===== config.mk =====
export PLATFORM = sky130hd
export DESIGN_NAME = usbh_report_decoder_gen
export DESIGN_NICKNAME = d
export VERILOG_FILES = /design/src/rtl/usbh_report_pkg.sv /design/src/rtl/usbh_axis_hyst.sv /design/src/rtl/usbh_report_decoder_gen.sv
export SDC_FILE = /design/constraint.sdc
export NUM_CORES = 1
export LEC_CHECK = 0
export ABC_AREA = 1
export CAP_MARGIN = 0
export CORE_ASPECT_RATIO = 0.5
export CORE_MARGIN = 2
export CORE_UTILIZATION = 45
export DETAILED_ROUTE_END_ITERATION = 7
export HOLD_SLACK_MARGIN = 0.12
export PLACE_DENSITY = 0.82
export RECOVER_POWER = 100
export SYNTH_ARGS = -nofsm -noshare
export SYNTH_HDL_FRONTEND = slang
export SYNTH_SLANG_ARGS = --single-unit

===== constraint.sdc =====
create_clock -name i_clk -period 1.8 [get_ports i_clk]
set_input_delay 0.45 -clock i_clk [delete_from_list [all_inputs] [get_ports i_clk]]
set_output_delay 0.45 -clock i_clk [all_outputs]
set_load 0.1 [all_outputs]

===== src/rtl/usbh_report_pkg.sv =====
// usbh_report_pkg: XBOX360 report field offsets and NES button indices
package usbh_report_pkg;
  localparam int HAT_UP = 16;
  localparam int HAT_DOWN = 17;
  localparam int HAT_LEFT = 18;
  localparam int HAT_RIGHT = 19;
  localparam int RPT_START = 20;
  localparam int RPT_BACK = 21;
  localparam int RPT_LB = 24;
  localparam int RPT_RB = 25;
  localparam int RPT_A = 28;
  localparam int RPT_B = 29;
  localparam int RPT_X = 30;
  localparam int RPT_Y = 31;
  localparam int TRIG_LT = 32;
  localparam int TRIG_RT = 40;
  localparam int AXIS_LX = 48;
  localparam int AXIS_LY = 64;
  localparam int AXIS_RX = 80;
  localparam int AXIS_RY = 96;
  localparam int BTN_A = 0;
  localparam int BTN_B = 1;
  localparam int BTN_SELECT = 2;
  localparam int BTN_START = 3;
  localparam int BTN_UP = 4;
  localparam int BTN_DOWN = 5;
  localparam int BTN_LEFT = 6;
  localparam int BTN_RIGHT = 7;
endpackage


===== src/rtl/usbh_axis_hyst.sv =====
// usbh_axis_hyst: signed stick axis to pos/neg direction with hysteresis; outputs show the state the current sample resolves to
module usbh_axis_hyst #(
  parameter int c_hi = 12000,
  parameter int c_lo = 8000
) (
  input  logic        i_clk,
  input  logic        i_rst,
  input  logic        i_valid,
  input  logic        i_clr,
  input  logic [15:0] i_axis,
  output logic        o_pos,
  output logic        o_neg
);
  localparam logic signed [16:0] hi = 17'(c_hi);
  localparam logic signed [16:0] lo = 17'(c_lo);
  logic signed [16:0] v;
  logic pos_q, neg_q;
  assign v = {i_axis[15], i_axis};
  assign o_pos = v > hi ? 1'b1 : v < lo ? 1'b0 : pos_q;
  assign o_neg = v < -hi ? 1'b1 : v > -lo ? 1'b0 : neg_q;
  always_ff @(posedge i_clk) begin
    if (i_rst || i_clr) begin
      pos_q <= 1'b0;
      neg_q <= 1'b0;
    end else if (i_valid) begin
      pos_q <= o_pos;
      neg_q <= o_neg;
    end
  end
endmodule


===== src/rtl/usbh_report_decoder_gen.sv =====
// usbh_report_decoder_gen: XBOX360 HID report to NES buttons with stick hysteresis, autofire, SOCD cleanup and timeout
module usbh_report_decoder_gen
  import usbh_report_pkg::*;
#(
  parameter int c_clk_hz = 48000000,
  parameter int c_autofire_hz = 10,
  parameter int c_timeout_ms = 100,
  parameter int c_stick_hi = 12000,
  parameter int c_stick_lo = 8000,
  parameter int c_trig_thr = 128
) (
  input  logic         i_clk,
  input  logic         i_rst,
  input  logic [159:0] i_report,
  input  logic         i_report_valid,
  input  logic         i_autofire_en,
  output logic [7:0]   o_btn,
  output logic         o_btn_valid,
  output logic         o_connected
);
  localparam int ms_div = c_clk_hz / 1000;
  localparam int af_div = c_clk_hz / (2 * c_autofire_hz);
  localparam int pw = $clog2(ms_div + 1);
  localparam int aw = $clog2(af_div + 1);
  localparam int tw = $clog2(c_timeout_ms + 1);
  logic [pw-1:0] pre;
  logic [aw-1:0] div;
  logic [tw-1:0] ms;
  logic [3:0] pos, neg;
  logic [7:0] r_btn, btn_n;
  logic phase, v1, af_a, af_b, tick, expire, up, down, left, right, unused;
  assign tick = pre == pw'(ms_div - 1);
  assign expire = tick && ms == tw'(c_timeout_ms - 1) && !i_report_valid;
  for (genvar g = 0; g < 4; g++) begin : g_axis
    usbh_axis_hyst #(.c_hi(c_stick_hi), .c_lo(c_stick_lo)) u_hyst (
      .i_clk(i_clk),
      .i_rst(i_rst),
      .i_valid(i_report_valid),
      .i_clr(expire),
      .i_axis(i_report[AXIS_LX + 16*g +: 16]),
      .o_pos(pos[g]),
      .o_neg(neg[g])
    );
  end
  // axis order LX, LY, RX, RY; positive X is right, positive Y is up
  assign up = i_report[HAT_UP] | pos[1] | pos[3];
  assign down = i_report[HAT_DOWN] | neg[1] | neg[3];
  assign left = i_report[HAT_LEFT] | neg[0] | neg[2];
  assign right = i_report[HAT_RIGHT] | pos[0] | pos[2];
  assign btn_n = {right & ~left, left & ~right, down & ~up, up & ~down,
                  i_report[RPT_START], i_report[RPT_BACK],
                  i_report[RPT_B] | i_report[RPT_X], i_report[RPT_A] | i_report[RPT_Y]};
  assign unused = ^{i_report[159:112], i_report[27:26], i_report[23:22], i_report[15:0]};
  always_ff @(posedge i_clk) begin
    if (i_rst) begin
      pre <= '0;
      div <= '0;
      ms <= '0;
      phase <= 1'b0;
      v1 <= 1'b0;
      af_a <= 1'b0;
      af_b <= 1'b0;
      r_btn <= '0;
      o_btn <= '0;
      o_btn_valid <= 1'b0;
      o_connected <= 1'b0;
    end else begin
      v1 <= i_report_valid;
      o_btn_valid <= v1;
      div <= div == aw'(af_div - 1) ? '0 : div + 1'b1;
      phase <= div == aw'(af_div - 1) ? ~phase : phase;
      pre <= i_report_valid || tick ? '0 : pre + 1'b1;
      ms <= i_report_valid ? '0 : tick && ms != tw'(c_timeout_ms) ? ms + 1'b1 : ms;
      if (i_report_valid) begin
        r_btn <= btn_n;
        af_a <= {1'b0, i_report[TRIG_LT +: 8]} >= 9'(c_trig_thr) || i_report[RPT_RB];
        af_b <= {1'b0, i_report[TRIG_RT +: 8]} >= 9'(c_trig_thr) || i_report[RPT_LB];
        o_connected <= 1'b1;
      end else if (expire) begin
        r_btn <= '0;
        af_a <= 1'b0;
        af_b <= 1'b0;
        o_connected <= 1'b0;
      end
      o_btn <= {r_btn[BTN_RIGHT:BTN_SELECT],
                r_btn[BTN_B] | (af_b & phase & i_autofire_en),
                r_btn[BTN_A] | (af_a & phase & i_autofire_en)};
    end
  end
endmodule


==> metrics.txt, run 1 <==
status complete, but fails checks; failing checks negative setup slack; Worst Hold Path EP o_btn_valid; worst path required time 2.02 ns; fin util 65.51%; Layout area overhead 38.91%; Arrival @ worst endpoint 2.03 ns; CP top delay family simple AND/OR/NAND/NOR gates; Yosys cell types 39; core area 9634 µm²; most used routing layer in global routing met2; clock tree sinks 75; final setup margin -0.007504 ns; row cnt 25; fin nets 1,067; Synth Cell Area 4543 µm²; Slew Limit Fails 0; WL/cell 11.17 µm; fin crit period 1.808 ns; Layout fillers 842; Die Ht 75.05 µm; initial antenna violation count 0; worst hold stages 2; RSZ-0062 raised after global routing yes; slowest stage delay, CP 0.35 ns; Buf+Inv Stages, Crit Path 3; Area contributors post-synth dfxtp_1, nand2_1, nor2_1; Mapped Cells 744; hold crit path type reg2reg; Multi-input gate area 2569 µm²; clock skew 0.008223 ns; reg-to-reg slack, setup -0.008 ns; kind of critical path reg2reg; EDFF count, synth 0; Vias/cell 4.929; area leader, netlist dfxtp_1; drt pass-1 iters 5; FFs w/ async S/R, synth 0%; vias in the first global route 4,746; Worst-Margin Slew 0.5560 ns; final setup fails 1; Static Leak 2.834 nW; maximum clock rate 0.5532 GHz; first-pass GRT wire length 19,240 µm; share of cells above drive strength 1 12.61%; CTS tree built; reg2reg start pre[0]; I/O pin total 174; Worst slew margin 63.09%; total grt overflow 0; Final Hold Fails 0; Post-route DRC 0; Synth Register Bits 75; CTS Root Cell clkbuf_16; sequential cell area 1504 µm²; power density cells 667.3 nW/µm²; YS warnings 0; H-tree Lvls 3; Mapped Avg Cell Area 6.106 µm²; Total GRT Usage 21.10%; largest net degree at the start of global routing 22; Crit. End Element register; CP Cell Sequence ha_4, nand2_4, nor2_4, inv_2, nor3_4, nand2_2, inv_2, nand2_4, o21ai_4, nor2_1, o21ai_1, inv_1; DRT Wirelength 11,610 µm; Hold Buf Count CTS 0; Clock transition at path regs 0.06 ns; CP Depth 12; Num CTS Buffers 9; Top FF cell, synth dfxtp_1; syn nets 912; sequential-to-total area share from yosys stat 33.05%; Synth top area share 33.05%; IO Port Bufs 91; Die ar. 10,960 µm²; met2 Usage GRT 40.15%; Routed Antenna Nets 0; period utilization 100.4%; DRT iter0 DRCs 302; CP max-delay cell dfxtp_2; VDD IR-drop max 347.5 µV; maxcap violations 0; ant diodes 0; met3 GRT Util 4.545%; routed via count 5,121; FF-to-FF path depth 12; hold path startpoint v1; clock latency on the worst-skew pair 0.33 ns; CTS Buffer Depth 2; DP Wirelength 8901 µm; critical path fanouts, max 8; GP Congestion 0.9271; Initial Utilization 47.16%; met1 usage 24.77%; total power 4.211 mW; die width 146.1 µm; CP Launch Type register; reg2reg end g_axis[0].u_hyst.pos_q
registers in the layout, indices dropped and copies added (netlist names), 4 cells and up:
signal	cells
div	22
g_axis.u_hyst.neg_q	4
r_btn	8
ms	7
o_btn	8
g_axis.u_hyst.pos_q	4
pre	16
kinds of logic (layout without fill, tap and decap cells):
group                    Yosys count  in the layout  share of synthesized area, %
flip-flops                        75             75                         33.05
XOR/XNOR                          10             10                         1.928
adder cells (fa/ha/maj)            4              4                         1.102
AO/OA/AOI/OAI                     72             72                         8.703
buffers and inverters            130            290                         11.07
AND/OR/NAND/NOR                  453            453                         44.15
worst max-delay path by stage:
stage	from	endpoint	slack (ns)
floorplan	div[0]	div[13]	0.21
global placement	i_report[57]	r_btn[6]	-0.21
detailed placement	i_report[57]	r_btn[6]	-0.21
CTS	pre[0]	g_axis[0].u_hyst.pos_q	0.05
global route	pre[0]	g_axis[0].u_hyst.neg_q	-0.13
finish	pre[0]	g_axis[0].u_hyst.pos_q	-0.008
stage by stage:
stage / instance area, µm² / setup slack, ns / instances / TNS [ns] / hold WS (ns)
floorplan: 4543 / 0.2081 / 744 / 0 / 0.3883
global placement: 6096 / -0.2065 / 1017 / -1.417 / 0.3938
detailed placement: 6096 / -0.2084 / 1017 / -1.504 / 0.3986
CTS: 6399 / 0.04589 / 1033 / 0 / 0.4024
global route: 6311 / -0.1286 / 1039 / -0.7426 / 0.4205
finish: 6311 / -0.007504 / 1039 / -0.007504 / 0.4021
report_power, final:
part | switching [mW] | internal, mW | leakage (nW) | total (mW)
combinational | 0.362 | 0.333 | 2.08 | 0.695
sequential | 0.0227 | 1.70 | 0.611 | 1.73
clock | 0.675 | 1.11 | 0.146 | 1.79
total | 1.06 | 3.15 | 2.83 | 4.21
what timing repair did:
| action | 4_1_cts | 5_1_grt |
|---|---|---|
| gates resized for setup | 0 | 9 |
| endpoints found under the setup margin | 0 | 32 |
| buffers inserted | 0 | 6 |
cell usage after synthesis (2+ instances only):
cell,n
inv_2,8
a211oi_1,2
nor3b_1,8
dfxtp_1,75
o31ai_1,2
o21ai_1,6
o21bai_1,2
or2_2,5
o21ai_0,21
nand2_2,4
xnor2_1,2
a21oi_1,33
nor4_1,5
nand2_1,183
buf_2,3
nor2_1,127
nor3_2,5
o22ai_1,2
nand4_1,22
ha_1,4
xor2_1,8
nand3_1,58
nand3b_1,2
nor3_1,27
inv_1,116
cell type report:
class | instances | share of cell area [%]
Timing Repair Buffer | 150 | 20.62
Tap cell | 135 | 2.676
Clock inverter | 5 | 0.9516
Sequential cell | 75 | 23.83
Clock buffer | 11 | 3.846
Inverter | 124 | 7.375
Multi-Input combinational cell | 539 | 40.70
worst reg2reg max path, stage by stage, from the launching register on:
cell     delay (ns)
dfxtp_2        0.35
ha_4           0.15
nand2_4        0.06
nor2_4         0.14
inv_2          0.06
nor3_4         0.19
nand2_2        0.09
inv_2          0.09
nand2_4        0.07
o21ai_4        0.27
nor2_1         0.08
o21ai_1        0.09
inv_1          0.06
per-layer routing:
metal  wire length, µm  share of wire [%]
met1              5161                 44
met2              5677                 49
met3               613                5.3
met4               157                1.4
met5                 0                  0
layout by cell type, fill, tap and decap left out, drive strengths merged, types with 4 or more instances in the layout:
master / instances
inv: 125
nor3b: 8
o21ai: 28
nor3: 33
nand4: 22
a21oi: 33
ha: 4
buf: 55
nor4: 5
nand3: 58
nor2: 129
clkdlybuf4s50: 80
nand2: 188
or2: 6
clkbuf: 25
dfxtp: 75
xor2: 8
Power figures use the tool's default switching activity.
==> run 2: changes to the inputs <==
--- a/config.mk
+++ b/config.mk
@@ -6,7 +6,6 @@
 export NUM_CORES = 1
 export LEC_CHECK = 0
 export ABC_AREA = 1
-export CAP_MARGIN = 0
 export CORE_ASPECT_RATIO = 0.5
 export CORE_MARGIN = 2
 export CORE_UTILIZATION = 45
==> results of run 2 <==
The final DEF is identical to that of run 1; final timing and power are the same.
==> run 3: changes to the inputs <==
--- a/config.mk
+++ b/config.mk
@@ -7,12 +7,12 @@
 export LEC_CHECK = 0
 export ABC_AREA = 1
 export CORE_ASPECT_RATIO = 0.5
-export CORE_MARGIN = 2
 export CORE_UTILIZATION = 45
 export DETAILED_ROUTE_END_ITERATION = 7
 export HOLD_SLACK_MARGIN = 0.12
 export PLACE_DENSITY = 0.82
 export RECOVER_POWER = 100
+export SKIP_CTS_REPAIR_TIMING = 1
 export SYNTH_ARGS = -nofsm -noshare
 export SYNTH_HDL_FRONTEND = slang
 export SYNTH_SLANG_ARGS = --single-unit
==> run 3 against run 2 <==
Effect of this change: the run now ends clean; critical path type unchanged; sequential cell count is the same; sequential share of layout area grew 0.095 points; design area shrank 0.40%; clock skew is essentially flat; non-clock buffer count shrank 3; critical endpoint is now g_axis[3].u_hyst.pos_q.
==> metrics.txt, run 3 (synthesized netlist as in run 1, its figures left out) <==
status finished, final reports clean; clock skew 0.007894 ns (-0.0003283 ns); total grt overflow 0 (unchanged); top flop regs div: 22 flops, pre: 16 flops; first-pass GRT wire length 20,000 µm (+3.9%); fin nets 1,064 (-0.28%); largest net degree at the start of global routing 22 (unchanged); Worst slew margin 62.86% (-0.23 points); IO Port Bufs 91 (unchanged); DRT Wirelength 11,650 µm (+0.32%); number of flip-flops in the largest register 22 (unchanged); I/O pin total 174 (unchanged); Arrival @ worst endpoint 1.97 ns (-0.06 ns); drt pass-1 iters 5 (unchanged); routed via count 5,113 (-0.16%); VDD IR-drop max 429.1 µV (+23%); Reg with most FFs div; CTS tree built; worst path required time 2.03 ns (about the same); critical path fanouts, max 8 (unchanged); DRT iter0 DRCs 303 (+0.33%); hold slack 0.4105 ns (+0.008350 ns); Post-route DRC 0 (unchanged); WL/cell 11.25 µm (+0.71%); Num CTS Buffers 9 (unchanged); maxcap violations 0 (unchanged); vias in the first global route 4,858 (+2.4%); Routed Antenna Nets 0 (unchanged); final setup fails 0 (-1); Die Ht 73.05 µm (-2.7%); Die ar. 10,530 µm² (-4.0%); fin crit period 1.745 ns (-0.06255 ns); Initial Utilization 47.16% (unchanged); Worst-Margin Slew 0.5595 ns (+0.003506 ns); period utilization 96.94% (-3.5 points); die width 144.1 µm (-1.4%); post-route cell area 6286 µm² (-0.40%); Final Hold Fails 0 (unchanged); share of cells above drive strength 1 12.89% (+0.28 points); Total GRT Usage 23.68% (+2.6 points); commonest non-fill, non-tap cell in the layout nand2_1; Static Leak 2.813 nW (-0.75%); initial antenna violation count 0 (unchanged); RSZ-0062 raised after global routing yes; power density cells 649.2 nW/µm² (-2.7%); row cnt 25 (unchanged); fin util 65.25% (-0.26 points); placed instance area 6066 µm² (-0.49%); kind of critical path reg2reg; clock tree sinks 75 (unchanged); Slew Limit Fails 0 (unchanged); Layout area overhead 38.36%; most frequent cells in the layout nand2_1, nor2_1, inv_1, clkdlybuf4s50_1, dfxtp_1; H-tree Lvls 3 (unchanged); DP Wirelength 9007 µm (+1.2%); Vias/cell 4.940 (+0.23%); CTS Buffer Depth 2 (unchanged); Clock transition at path regs 0.06 ns (about the same); CTS Root Cell clkbuf_16; maximum clock rate 0.5731 GHz (+3.6%); ant diodes 0 (unchanged); core area 9634 µm² (unchanged); hold crit path type reg2reg; GP Congestion 0.8959 (-3.4%); clock latency on the worst-skew pair 0.34 ns (about the same); CP Launch Type register; Crit. End Element register
==> run 3: cell count changes in the layout (fill, tap and decap cells not counted), sizes merged <==
cell,before,now
clkdlybuf4s50,80,79
bufinv,1,0
inv,125,124
buf,55,50
clkinv,2,1
clkinvlp,1,2
dlymetal6s2s,0,1
clkbuf,25,28
==> run 3: critical path, cell delays in order (launching register included) <==
cell	delay (ns)
dfxtp_2	0.35
ha_4	0.15
nand2_4	0.05
nor2_4	0.13
inv_2	0.06
nor3_4	0.19
nand2_2	0.08
inv_2	0.09
nand2_4	0.07
o21ai_4	0.25
nor2_1	0.08
o21ai_1	0.07
inv_1	0.05
==> run 3: through the flow <==
| stage | power, mW | instances | setup slack (ns) | TNS [ns] |
|---|---|---|---|---|
| finish | 4.081 | 1035 | 0.05504 | 0 |
| global placement | 2.460 | 1013 | -0.2082 | -1.401 |
| floorplan | 2.073 | 744 | 0.2081 | 0 |
| global route | 4.252 | 1035 | -0.1306 | -0.7838 |
| CTS | 4.141 | 1028 | 0.05274 | 0 |
| detailed placement | 2.475 | 1013 | -0.2296 | -1.610 |
==> run 3: final timing paths <==
kind	slack (ns)	end	from	cells after the start
max	0.06	g_axis[3].u_hyst.pos_q	pre[1]	12
min	0.41	o_btn_valid	v1	2
max reg2reg	0.06	g_axis[3].u_hyst.pos_q	pre[1]	12
min reg2reg	0.41	o_btn_valid	v1	2
==> run 3: area by class of cell <==
type	instances	area [µm²]
inverters	124	465.4
repair buffers	147	1279
multi-input cells	539	2589
fillers	856	3348
well taps	135	168.9
clock buffers	12	256.5
clock inverters	3	23.77
flip-flops and latches	75	1504
==> run 3: layer usage <==
| metal | global-route usage (%) | part of all wire [%] | vias up |
|---|---|---|---|
| met5 | 0 | 0 | - |
| met4 | 7.447 | 1.6 | 0 |
| met3 | 5.577 | 5.0 | 20 |
| met2 | 43.59 | 49 | 130 |
| met1 | 27.37 | 44 | 2286 |
| li1 | - | - | 2677 |
==> run 3: report_power, final <==
group | switching (mW) | leakage (nW) | internal [mW]
sequential | 0.0232 | 0.611 | 1.70
combinational | 0.362 | 2.07 | 0.327
clock | 0.662 | 0.131 | 1.00
total | 1.05 | 2.81 | 3.03
